==> config.mk <==
export PLATFORM = sky130hd
export DESIGN_NAME = branch_update_scheduler_flat
export DESIGN_NICKNAME = d
export VERILOG_FILES = /design/src/rtl/branch_update_scheduler_if.sv /design/src/rtl/branch_update_scheduler.sv /design/src/flat_wrapper.sv
export SDC_FILE = /design/constraint.sdc
export NUM_CORES = 1
export LEC_CHECK = 0
export BUFFER_PORTS_ARGS = -buffer_cell sky130_fd_sc_hd__buf_2
export CAP_MARGIN = 5
export CORE_MARGIN = 5
export CORE_UTILIZATION = 45
export DETAILED_ROUTE_END_ITERATION = 7
export GPL_ROUTABILITY_DRIVEN = 0
export PLACE_DENSITY = 0.81
export SLEW_MARGIN = 20
export SYNTH_ARGS = -nofsm -noshare
export SYNTH_HDL_FRONTEND = slang
export SYNTH_SLANG_ARGS = --single-unit
==> constraint.sdc <==
create_clock -name clk -period 2.5 [get_ports clk]
set_input_delay 0.25 -clock clk [delete_from_list [all_inputs] [get_ports clk]]
set_output_delay 0.25 -clock clk [all_outputs]
set_load 0.05 [all_outputs]
==> src/rtl/branch_update_scheduler_if.sv <==
// Bundle of the scheduler's request, allocation, flush and cache-write signals.
// The master side drives requests; the slave side is the scheduler itself.
interface branch_update_scheduler_if #(
  parameter int WIDTH = 16
);
  logic             enable;
  logic             ex_req;
  logic [2:0]       ex_idx;
  logic [WIDTH-1:0] ex_data;
  logic             id_req;
  logic [2:0]       id_idx;
  logic [WIDTH-1:0] id_data;
  logic             id_ready;
  logic             flush;
  logic             cache_wen;
  logic [2:0]       cache_dst;
  logic [WIDTH-1:0] cache_data;
  logic             busy;
  logic [1:0]       pend_cnt;

  modport master (
    output enable, ex_req, ex_idx, ex_data, id_req, id_idx, id_data, flush,
    input  id_ready, cache_wen, cache_dst, cache_data, busy, pend_cnt
  );

  modport slave (
    input  enable, ex_req, ex_idx, ex_data, id_req, id_idx, id_data, flush,
    output id_ready, cache_wen, cache_dst, cache_data, busy, pend_cnt
  );
endinterface

==> src/rtl/branch_update_scheduler.sv <==
// Arbitrates execute corrections, decode allocations and flush sweeps onto the
// single branch-cache write port, with a 2-entry pending allocation FIFO.
module branch_update_scheduler #(
  parameter int WIDTH = 16
) (
  input  logic                      clk,
  input  logic                      rst_n,
  branch_update_scheduler_if.slave  bus
);

  typedef enum logic {IDLE, SWEEP} state_t;

  state_t           state_q, state_d;
  logic [2:0]       sweep_q, sweep_d;
  logic [1:0]       cnt_q, cnt_d;
  logic [2:0]       fidx_q [2];
  logic [2:0]       fidx_d [2];
  logic [WIDTH-1:0] fdat_q [2];
  logic [WIDTH-1:0] fdat_d [2];
  logic             wen_q, wen_d;
  logic [2:0]       dst_q, dst_d;
  logic [WIDTH-1:0] data_q, data_d;

  logic             id_ready;
  logic             id_acc;
  logic             pop;
  logic             keep0;
  logic             keep1;
  logic [1:0]       n;

  assign id_ready = (state_q == IDLE) && (cnt_q != 2'd2);

  always_comb begin
    state_d = state_q;
    sweep_d = sweep_q;
    cnt_d   = cnt_q;
    fidx_d  = fidx_q;
    fdat_d  = fdat_q;
    wen_d   = 1'b0;
    dst_d   = dst_q;
    data_d  = data_q;
    id_acc  = 1'b0;
    pop     = 1'b0;
    keep0   = 1'b0;
    keep1   = 1'b0;
    n       = 2'd0;
    if (bus.enable) begin
      case (state_q)
        IDLE: begin
          if (bus.flush) begin
            cnt_d   = 2'd0;
            sweep_d = 3'd0;
            state_d = SWEEP;
          end else begin
            id_acc = bus.id_req && id_ready;
            if (bus.ex_req) begin
              wen_d  = 1'b1;
              dst_d  = bus.ex_idx;
              data_d = bus.ex_data;
            end else if (cnt_q != 2'd0) begin
              wen_d  = 1'b1;
              dst_d  = fidx_q[0];
              data_d = fdat_q[0];
              pop    = 1'b1;
            end else if (id_acc) begin
              wen_d  = 1'b1;
              dst_d  = bus.id_idx;
              data_d = bus.id_data;
            end
            // A correction to the same entry makes any queued allocation for it stale.
            keep0 = (cnt_q != 2'd0) && !pop && !(bus.ex_req && (fidx_q[0] == bus.ex_idx));
            keep1 = (cnt_q == 2'd2) && !(bus.ex_req && (fidx_q[1] == bus.ex_idx));
            if (keep0) begin
              n = 2'd1;
            end
            if (keep1) begin
              fidx_d[n[0]] = fidx_q[1];
              fdat_d[n[0]] = fdat_q[1];
              n = 2'(n + 2'd1);
            end
            if (id_acc && (bus.ex_req || (cnt_q != 2'd0))) begin
              fidx_d[n[0]] = bus.id_idx;
              fdat_d[n[0]] = bus.id_data;
              n = 2'(n + 2'd1);
            end
            cnt_d = n;
          end
        end
        SWEEP: begin
          wen_d  = 1'b1;
          dst_d  = sweep_q;
          data_d = '0;
          if (sweep_q == 3'd7) begin
            sweep_d = 3'd0;
            state_d = IDLE;
          end else begin
            sweep_d = 3'(sweep_q + 3'd1);
          end
        end
        default: state_d = IDLE;
      endcase
    end
  end

  always_ff @(posedge clk or negedge rst_n) begin
    if (!rst_n) begin
      state_q <= IDLE;
      sweep_q <= 3'd0;
      cnt_q   <= 2'd0;
      for (int i = 0; i < 2; i++) begin
        fidx_q[i] <= 3'd0;
        fdat_q[i] <= '0;
      end
      wen_q   <= 1'b0;
      dst_q   <= 3'd0;
      data_q  <= '0;
    end else begin
      state_q <= state_d;
      sweep_q <= sweep_d;
      cnt_q   <= cnt_d;
      fidx_q  <= fidx_d;
      fdat_q  <= fdat_d;
      wen_q   <= wen_d;
      dst_q   <= dst_d;
      data_q  <= data_d;
    end
  end

  assign bus.id_ready   = id_ready;
  assign bus.cache_wen  = wen_q;
  assign bus.cache_dst  = dst_q;
  assign bus.cache_data = data_q;
  assign bus.busy       = (state_q == SWEEP);
  assign bus.pend_cnt   = cnt_q;

endmodule

==> src/flat_wrapper.sv <==
// flat-port wrapper written by rule: the top's interface ports become plain ports
module branch_update_scheduler_flat 
#(
  parameter int WIDTH = 16
)
  (clk, rst_n, bus_enable, bus_ex_req, bus_ex_idx, bus_ex_data, bus_id_req, bus_id_idx, bus_id_data, bus_flush, bus_id_ready, bus_cache_wen, bus_cache_dst, bus_cache_data, bus_busy, bus_pend_cnt);
  branch_update_scheduler_if #(.WIDTH(WIDTH)) bus_i ();
  input  logic clk;
  input  logic rst_n;
  input wire logic [$bits(bus_i.enable)-1:0] bus_enable;
  input wire logic [$bits(bus_i.ex_req)-1:0] bus_ex_req;
  input wire logic [$bits(bus_i.ex_idx)-1:0] bus_ex_idx;
  input wire logic [$bits(bus_i.ex_data)-1:0] bus_ex_data;
  input wire logic [$bits(bus_i.id_req)-1:0] bus_id_req;
  input wire logic [$bits(bus_i.id_idx)-1:0] bus_id_idx;
  input wire logic [$bits(bus_i.id_data)-1:0] bus_id_data;
  input wire logic [$bits(bus_i.flush)-1:0] bus_flush;
  output wire logic [$bits(bus_i.id_ready)-1:0] bus_id_ready;
  output wire logic [$bits(bus_i.cache_wen)-1:0] bus_cache_wen;
  output wire logic [$bits(bus_i.cache_dst)-1:0] bus_cache_dst;
  output wire logic [$bits(bus_i.cache_data)-1:0] bus_cache_data;
  output wire logic [$bits(bus_i.busy)-1:0] bus_busy;
  output wire logic [$bits(bus_i.pend_cnt)-1:0] bus_pend_cnt;
  assign bus_i.enable = bus_enable;
  assign bus_i.ex_req = bus_ex_req;
  assign bus_i.ex_idx = bus_ex_idx;
  assign bus_i.ex_data = bus_ex_data;
  assign bus_i.id_req = bus_id_req;
  assign bus_i.id_idx = bus_id_idx;
  assign bus_i.id_data = bus_id_data;
  assign bus_i.flush = bus_flush;
  assign bus_id_ready = bus_i.id_ready;
  assign bus_cache_wen = bus_i.cache_wen;
  assign bus_cache_dst = bus_i.cache_dst;
  assign bus_cache_data = bus_i.cache_data;
  assign bus_busy = bus_i.busy;
  assign bus_pend_cnt = bus_i.pend_cnt;
  branch_update_scheduler #(.WIDTH(WIDTH)) u_core (.clk(clk), .rst_n(rst_n), .bus(bus_i));
endmodule
==> results.cfg, run 1 <==
[grt]
globalRouteOverflowTotal = 0
grt_usage = 0.1952
grt_pass1_vias = 2752
grt_max_degree = 41
antenna_found_initial = 1
grt_pass1_wl_microns = 13570

[clock_network]
h-tree-depth = 3
clock_path_buffers = 2
cts_root_buf = clkbuf_8
cts_tree = built
clkLatencyLatePin_ps = 350
clock_sink_count = 64
numCtsBuffers = 9
clk_pin_slew_ps = 70

[timing]
setup_slack_ps = 43.88
finalCriticalPeriod_ps = 2456
setup_violations = 0
fin_hold_ws_ps = 145.4
hold_viol = 0
fin_worst_skew_ps = 9.342
final_max_slew_viol_count = 0
worst_pin_slew_ps = 510.0
fmax_mhz = 407.1
finalCritPeriodShare = 0.9824
slew_headroom = 0.6564

[logic_synthesis]
ys_ff_latch = 64
ys_types = 34
synth_fa_ha_area_frac = 0.01950
synth_xor_area_frac = 0.01638
yosysWarnings = 0
synth_top_area_share = 0.4992
yosys.area_share.simple = 0.06942
async_reset_ff_frac = 1.000
synth_mux_area_frac = 0.03978
synth_area_sq_um = 3208
synth_top_family_by_area = compound AO/OA/AOI/OAI gates
ys.flop_type = dfrtp_1
synth-edff-count = 0
syn-mean-instance-area_sq_um = 10.42
synth_area_leaders = dfrtp_1 (50%), o21ai_0 (5.9%), a22o_1 (5.5%), a21oi_1 (5.3%), nand2_1 (4.8%)
synth_seq_area_share = 0.4992
syn_nets = 357
netlist_instances = 308
synth-compound-area-share = 0.3155
synth.largest_area_cell = dfrtp_1

[power_and_ir_drop]
vdd.ir_drop.worst_mv = 0.4619
combPwrFrac = 0.290
power_frac_seq = 0.397
cellLeakagePower_uw = 0.001975
switching_share = 0.3509
intPower_uw = 2112
power_frac_clock = 0.313
power_switching_uw = 1142
power_density_nw_per_um2 = 799.5

[cells_and_area]
final_util = 0.5925
n_fill_cell = 578
drive_gt1_frac = 0.3604
syn2layout_area_growth_pct = 26.87
antennaDiodeCount = 0
final_nets = 438

[worst_setup_path]
startpoint_type = register
end_kind = register
path_max_fanout = 7
cp_slowest_cell = dfrtp_1
crit_type = register to register
crit_path_max_incr_delay_ps = 430
arrival_ps = 2690
critPathMostFrequentCell = a21boi_4
required_ps = 2740
path_cells = xor2_2, o41ai_4, inv_1, ha_4, inv_4, o211ai_4, a21boi_4, a21boi_4, mux2_4

[floorplan]
start_util = 0.4670
core_sq_um = 6869
die-area_sq_um = 8918
ios = 68
die_y_microns = 94.44
row_count = 30
fp.dieW_microns = 94.44

[placement]
portBuffers = 67
dpl.hpwl_microns = 5736
dpl_worst_slack_ps = 38.36

[worst_hold_path]
hp-class = primary input to register

[route]
vias = 2739
drc = 0
dr.pass1.iters = 4
drtAntennaViolNets = 0
first_iter_violations = 215
wl_microns = 8499
via_per_inst = 5.590
wl_per_cell_microns = 17.34

[run_status]
status = finished clean

[flow_run]
max_cap_viol_count = 0
[layer usage]
layer,wire length (microns),global-route usage,part of all wire,up-vias
met5,11,0,0.0013,-
met2,4089,0.3203,0.48,105
li1,-,-,-,1288
met4,74,0.05174,0.0087,2
met3,643,0.05578,0.076,11
met1,3679,0.2538,0.43,1333
[through the flow]
stage	std cells	setup TNS, ps	power [uW]	area (sq um)
detailed placement	466	0	2223	3745
global placement	466	0	2190	3745
floorplan	308	-75.28	1953	3267
finish	490	0	3254	4070
CTS	483	0	3240	3985
global route	490	-141.8	3423	4070
[worst max-delay path: cells and delay by family (launching register included)]
family	cells	cell delay [ps]
compound gates	4	990
flops	1	430
mux	1	330
fa+ha+maj	1	240
xor+xnor	1	180
buf+inv	2	180
[cell families after synthesis]
group | after synthesis
muxes | 12
and+or+nand+nor | 53
adders and majority gates | 5
buffers and inverters | 29
xor gates and xnor gates | 6
DFF | 64
AOI/OAI and AO/OA | 139
[path summary, 6_finish.rpt]
check / start / to / slack (ps) / cells after the start
hold reg to reg: u_core.bus.cache_data[6] / u_core.bus.cache_data[6] / 480 / 2
setup / recovery: u_core.fidx_q[2] / u_core.fidx_q[3] / 40 / 9
max in group asynchronous: rst_n / u_core.bus.pend_cnt[0] / 1680 / 3
min in group asynchronous: rst_n / u_core.bus.cache_data[13] / 440 / 3
hold / removal: bus_id_data[8] / u_core.fdat_q[8] / 150 / 2
setup reg to reg: u_core.fidx_q[2] / u_core.fidx_q[3] / 40 / 9
[power by group through the flow]
| stage | Combinational [uW] | Clock (uW) | Sequential [uW] |
|---|---|---|---|
| after global placement | 894 | 0 | 1300 |
| after global routing | 1030 | 1080 | 1310 |
| after detailed placement | 916 | 0 | 1310 |
| after floorplan | 500 | 0 | 1450 |
| after CTS | 923 | 1030 | 1290 |
| final | 945 | 1020 | 1290 |
[area by class of cell]
cell class	instances	area, sq um	share of cell area
Clock buffer	10	137.6	0.03381
Clock inverter	6	92.59	0.02275
Inverter	6	25.02	0.006148
Multi-Input combinational cell	215	1550	0.3809
Sequential cell	64	1604	0.3941
Tap cell	96	120.1	0.02951
Timing Repair Buffer	93	540.5	0.1328
[what timing repair did]
| action | 4_1_cts | 5_1_grt |
|---|---|---|
| endpoints found under the hold margin | 64 | 0 |
| hold buffers | 1 | 0 |
| setup buffers | 0 | 7 |
| resized for setup | 0 | 6 |
| endpoints found under the setup margin | 0 | 19 |
[registers in the layout (all words and copies together), names as in the netlist]
register / count
u_core.fidx_q: 6
u_core.bus.pend_cnt: 2
u_core.bus.cache_wen: 1
u_core.sweep_q: 3
u_core.bus.cache_dst: 3
u_core.bus.cache_data: 16
u_core.bus.busy: 1
u_core.fdat_q: 32
[synth_stat cells (all sizes together) (5+ instances only)]
master,number
a21oi,34
a22o,20
a2bb2oi,16
buf,11
clkbuf,12
dfrtp,64
ha,5
inv,6
mux2,6
mux2i,6
nand2,41
nor2,5
o21ai,43
o22ai,16
[layout by cell type (no fill, tap or decap), types with 3 or more instances in the layout]
master and n:
a21oi_1 34, a22o_1 20, a2bb2oi_2 14, a32o_1 3
buf_2 67, buf_4 23, clkbuf_8 10, dfrtp_1 62
ha_1 4, inv_1 4, mux2_2 3, mux2_4 3
mux2i_1 6, nand2_1 41, nand2b_1 3, nor2_1 4
o21ai_0 38, o21ai_1 5, o22ai_1 16, xnor2_1 3
(Power assumes the default switching activity.)
==> run 2: changes to the inputs <==
- CELL_PAD_IN_SITES_DETAIL_PLACEMENT: not set -> 0
- CELL_PAD_IN_SITES_GLOBAL_PLACEMENT: not set -> 1
- CORE_UTILIZATION: 45 -> 38
- PLACE_DENSITY: 0.81 -> 0.87
- REMOVE_ABC_BUFFERS: not set -> 1
- SKIP_LAST_GASP: not set -> 1
==> results.cfg, run 2 (synthesized netlist as in run 1, its figures left out) <==
[floorplan]
start_util = 0.3904
core_sq_um = 8217
die-area_sq_um = 10380
die_y_microns = 101.9
ios = 68
fp.dieW_microns = 101.9
row_count = 33

[cells_and_area]
finalNonFillerCells = 502
syn2layout_area_growth_pct = 28.82
largest_reg_flops = 32
regMostFlops = u_core.fdat_q
mostFrequentLayoutCell = buf_2
layout_common_cells = buf_2 (67), dfrtp_1 (64), nand2_1 (41), o21ai_0 (38), a21oi_1 (34)
antennaDiodeCount = 0
seqCellArea_sq_um = 1602
drive_gt1_frac = 0.3476
final_nets = 442
multi_input_area_sq_um = 1525
n_fill_cell = 736

[route]
wl_per_cell_microns = 17.67
dr.pass1.iters = 4
first_iter_violations = 80
drc = 0
wl_microns = 8872
drtAntennaViolNets = 0
vias = 2764
via_per_inst = 5.506

[grt]
globalRouteOverflowTotal = 0
grt-busiest-layer = met2
grt_usage = 0.1777
use_met1 = 0.2227
grt_pass1_vias = 2847
antenna_found_initial = 0
grt_max_degree = 40
grt_pass1_wl_microns = 14290
use_met2 = 0.2887
globalRouteMet3Util = 0.04369

[timing]
hold_viol = 0
setup_slack_ps = 61.72
finalCriticalPeriod_ps = 2438
rsz0062_at_grt = no
final_max_slew_viol_count = 0
finalCritPeriodShare = 0.9753
worst_pin_slew_ps = 693.2
slew_headroom = 0.5379
fmax_mhz = 410.1
setup_violations = 0
fin_worst_skew_ps = 8.238
fin_hold_ws_ps = 159.4

[worst_hold_path]
hp-class = primary input to register
hold_path_depth = 2
min_from = bus_id_data[2]
min_to = u_core.fdat_q[2]

[placement]
placedCellCount = 482
dpl_worst_slack_ps = -82.08
portBuffers = 67
dpl.hpwl_microns = 5875

[clock_network]
clkLatencyLatePin_ps = 350
clock_sink_count = 64
h-tree-depth = 3
cts_root_buf = clkbuf_8
cts_tree = built
clk_pin_slew_ps = 70
numCtsBuffers = 9
clock_path_buffers = 2

[worst_setup_path]
end_kind = register
rr_worst_depth = 9
path_max_fanout = 10
cp_slowest_cell = dfrtp_1
startpoint_type = register
regToRegSetupSlack_ps = 60
crit_family = multiplexers
crit_buf_inv = 3
required_ps = 2730
crit_path_max_incr_delay_ps = 410
reg2reg_to = u_core.fidx_q[3]
crit_type = register to register
arrival_ps = 2660
path_cells = xor2_2, o41ai_4, inv_2, ha_4, inv_4, o211ai_4, buf_6, mux2_2, mux2_1
reg2reg_from = u_core.fidx_q[2]

[power_and_ir_drop]
power_density_nw_per_um2 = 788.4
vdd.ir_drop.worst_mv = 0.2772
cellLeakagePower_uw = 0.002033
power_uw = 3258

[run_status]
status = finished clean

[flow_run]
max_cap_viol_count = 0
## run 2: cell types whose count changed in the layout (fill, tap and decap cells not counted), moves of 2 or more
cell / before / now
buf_12: 0 / 3
mux2_1: 0 / 3
mux2_4: 3 / 0
dfrtp_2: 2 / 0
a2bb2oi_1: 2 / 5
dfrtp_1: 62 / 64
a2bb2oi_2: 14 / 11
clkinv_4: 2 / 0
clkinvlp_4: 2 / 0
## run 2: per-stage QoR
stage                     area [sq um]  utilization  setup TNS, ps
after floorplan                   3102            -         -55550
after global placement            3787       0.4609              0
after global routing              4133       0.5030              0
after CTS                         4118       0.5011              0
after detailed placement          3787       0.4609         -815.4
final                             4133       0.5030              0
## run 2: worst reg2reg max path, cell delays in order (launching register included)
cell      delay [ps]
dfrtp_1          410
xor2_2           200
o41ai_4          370
inv_2             90
ha_4             300
inv_4             50
o211ai_4          80
buf_6            180
mux2_2           350
mux2_1           290
## run 2: worst max path at each step
| stage | start | end | slack (ps) | depth (start not counted) |
|---|---|---|---|---|
| final | u_core.fidx_q[2] | u_core.fidx_q[3] | 60 | 9 |
| after global routing | u_core.fidx_q[2] | u_core.fidx_q[4] | 3 | 10 |
| after CTS | u_core.fidx_q[2] | u_core.fidx_q[3] | 10 | 10 |
| after detailed placement | u_core.fidx_q[2] | u_core.fdat_q[1] | -80 | 9 |
| after global placement | u_core.fidx_q[2] | u_core.fdat_q[2] | 20 | 9 |
| after floorplan | u_core.bus.pend_cnt[0] | u_core.fidx_q[3] | -1680 | 8 |
## run 2: what timing repair did
item	4_1_cts	5_1_grt
pin swaps	2	4
setup buffers	2	1
gates cloned	1	0
hold endpoints to repair	27	0
gates resized for setup	8	1
endpoints found under the setup margin	22	24
hold buffers	1	0
## run 2: routing by layer
metal  wire [microns]  vias up  part of all wire
li1                 -     1302                 -
met1             3888     1356              0.44
met5                0        -                 0
met2             4180       87              0.47
met4              231        0             0.026
met3              571       19             0.064
## run 2: layout make-up
type	instances	share of cell area
clock inverter	3	0.01574
inverter	6	0.006055
timing repair buffer	97	0.1523
clock buffer	12	0.03754
tap	105	0.03179
sequential	64	0.3875
multi-input combinational	215	0.3691
## run 2: report_power, final
group	switching [uW]	internal [uW]	leakage, uW
combinational	622	360	0.00105
sequential	87.1	1170	0.000870
clock	409	610	0.000112
total	1120	2140	0.00203
==> run 3: changes to the inputs <==
- GPL_TIMING_DRIVEN: not set -> 0
==> results.cfg, run 3 (synthesized netlist as in run 1, its figures left out) <==
[power_and_ir_drop]
cellLeakagePower_uw = 0.001971
intPower_uw = 1911
power_frac_clock = 0.250
power_frac_seq = 0.423
power_density_nw_per_um2 = 740.6
combPwrFrac = 0.326
power_uw = 3025
vdd.ir_drop.worst_mv = 0.3179
switching_share = 0.3684
power_switching_uw = 1115

[clock_network]
clk_pin_slew_ps = 70
h-tree-depth = 3
numCtsBuffers = 9
cts_tree = built
cts_root_buf = clkbuf_8
clkLatencyLatePin_ps = 340
clock_path_buffers = 2
clock_sink_count = 64

[route]
first_iter_violations = 153
wl_per_cell_microns = 18.19
wl_microns = 9003
via_per_inst = 5.564
drtAntennaViolNets = 0
drc = 0
dr.pass1.iters = 5
vias = 2754

[cells_and_area]
regMostFlops = u_core.fdat_q
layout_common_cells = buf_2 (65), dfrtp_1 (62), nand2_1 (40), o21ai_0 (38), a21oi_1 (34)
mostFrequentLayoutCell = buf_2
largest_reg_flops = 32
seqCellArea_sq_um = 1609
n_fill_cell = 748
final_nets = 436
drive_gt1_frac = 0.3590
postLayoutCellArea_sq_um = 4085
antennaDiodeCount = 0
multi_input_area_sq_um = 1577
syn2layout_area_growth_pct = 27.34

[timing]
slew_headroom = 0.5093
fin_worst_skew_ps = 11.14
fmax_mhz = 411.7
final_max_slew_viol_count = 0
setup_violations = 0
worst_pin_slew_ps = 728.4
finalCriticalPeriod_ps = 2429
finalSetupTns_ps = 0
hold_viol = 0
finalCritPeriodShare = 0.9715

[run_status]
status = finished clean

[worst_setup_path]
arrival_ps = 2700
crit_path_max_incr_delay_ps = 520
crit_family = simple AND/OR/NAND/NOR gates
crit_type = register to register
end_kind = register
reg2reg_from = u_core.bus.pend_cnt[1]
cp_slowest_cell = dfrtp_4
startpoint_type = register
path_cells = nor2b_1, o21ai_0, inv_1, ha_2, nand2_8, nor3_4, buf_4, a22o_1
crit_buf_inv = 2
path_max_fanout = 20
required_ps = 2780
startpoint = u_core.bus.pend_cnt[1]

[floorplan]
die-area_sq_um = 10380
start_util = 0.3904
die_y_microns = 101.9
fp.dieW_microns = 101.9
ios = 68
core_sq_um = 8217
row_count = 33

[grt]
grt_pass1_wl_microns = 14520
grt_usage = 0.1836
grt_pass1_vias = 2794
globalRouteOverflowTotal = 0
grt_max_degree = 50
antenna_found_initial = 0

[worst_hold_path]
min_from = bus_id_data[6]
hp-class = primary input to register

[flow_run]
max_cap_viol_count = 0

[placement]
portBuffers = 67
placed_area_sq_um = 3642
dpl.hpwl_microns = 5390
-- run 3: changes by cell type in the layout (fill, tap and decap cells not counted), sizes merged --
cell / before / now
clkinvlp: 0 / 1
bufinv: 2 / 0
clkinv: 1 / 3
bufbuf: 1 / 0
buf: 95 / 89
o211ai: 1 / 2
clkbuf: 12 / 10
-- run 3: final cells by class --
cell class	instances	share of cell area
Timing Repair Buffer	90	0.1427
Inverter	6	0.006126
Clock inverter	4	0.005513
Tap cell	105	0.03216
Clock buffer	10	0.03369
Sequential cell	64	0.3939
Multi-Input combinational cell	216	0.3859
-- run 3: routing by layer --
metal | vias to the layer above | wire, microns | track usage
li1 | 1293 | - | -
met1 | 1343 | 3798 | 0.2398
met2 | 104 | 4412 | 0.3013
met3 | 14 | 635 | 0.03549
met4 | 0 | 156 | 0.07366
met5 | - | 0 | 0
-- run 3: power groups by stage --
stage                     clock network (uW)  logic [uW]  registers (uW)
after CTS                                778         979            1280
after global routing                     836        1080            1300
after detailed placement                   0         876            1320
after global placement                     0         831            1310
final                                    757         987            1280
after floorplan                            0         423            1470
-- run 3: metrics by stage --
stage / cells / util / setup WS [ps] / hold slack (ps)
global placement: 457 / 0.4343 / -2894 / 457.2
floorplan: 285 / - / -1675 / -45.59
detailed placement: 460 / 0.4433 / -2081 / 139.4
finish: 495 / 0.4972 / 71.26 / 160.4
global route: 495 / 0.4972 / -35.09 / 145.6
CTS: 492 / 0.4870 / 13.53 / 145.1
-- run 3: path summary, 6_finish.rpt --
| check | slack [ps] | end | depth (start not counted) |
|---|---|---|---|
| min | 160 | u_core.fdat_q[6] | 2 |
| max in group asynchronous | 1640 | u_core.bus.pend_cnt[0] | 3 |
| max reg2reg | 70 | u_core.fidx_q[1] | 8 |
| min reg2reg | 470 | u_core.bus.cache_data[1] | 2 |
| max | 70 | u_core.fidx_q[1] | 8 |
| min in group asynchronous | 310 | u_core.bus.cache_data[6] | 2 |
-- run 3: timing repair --
action	CTS	global route
hold endpoints to repair	15	0
gates resized for setup	13	12
hold buffers	1	0
pin swaps	5	5
buffers inserted	16	3
gates cloned	1	0
setup endpoints to repair	59	38
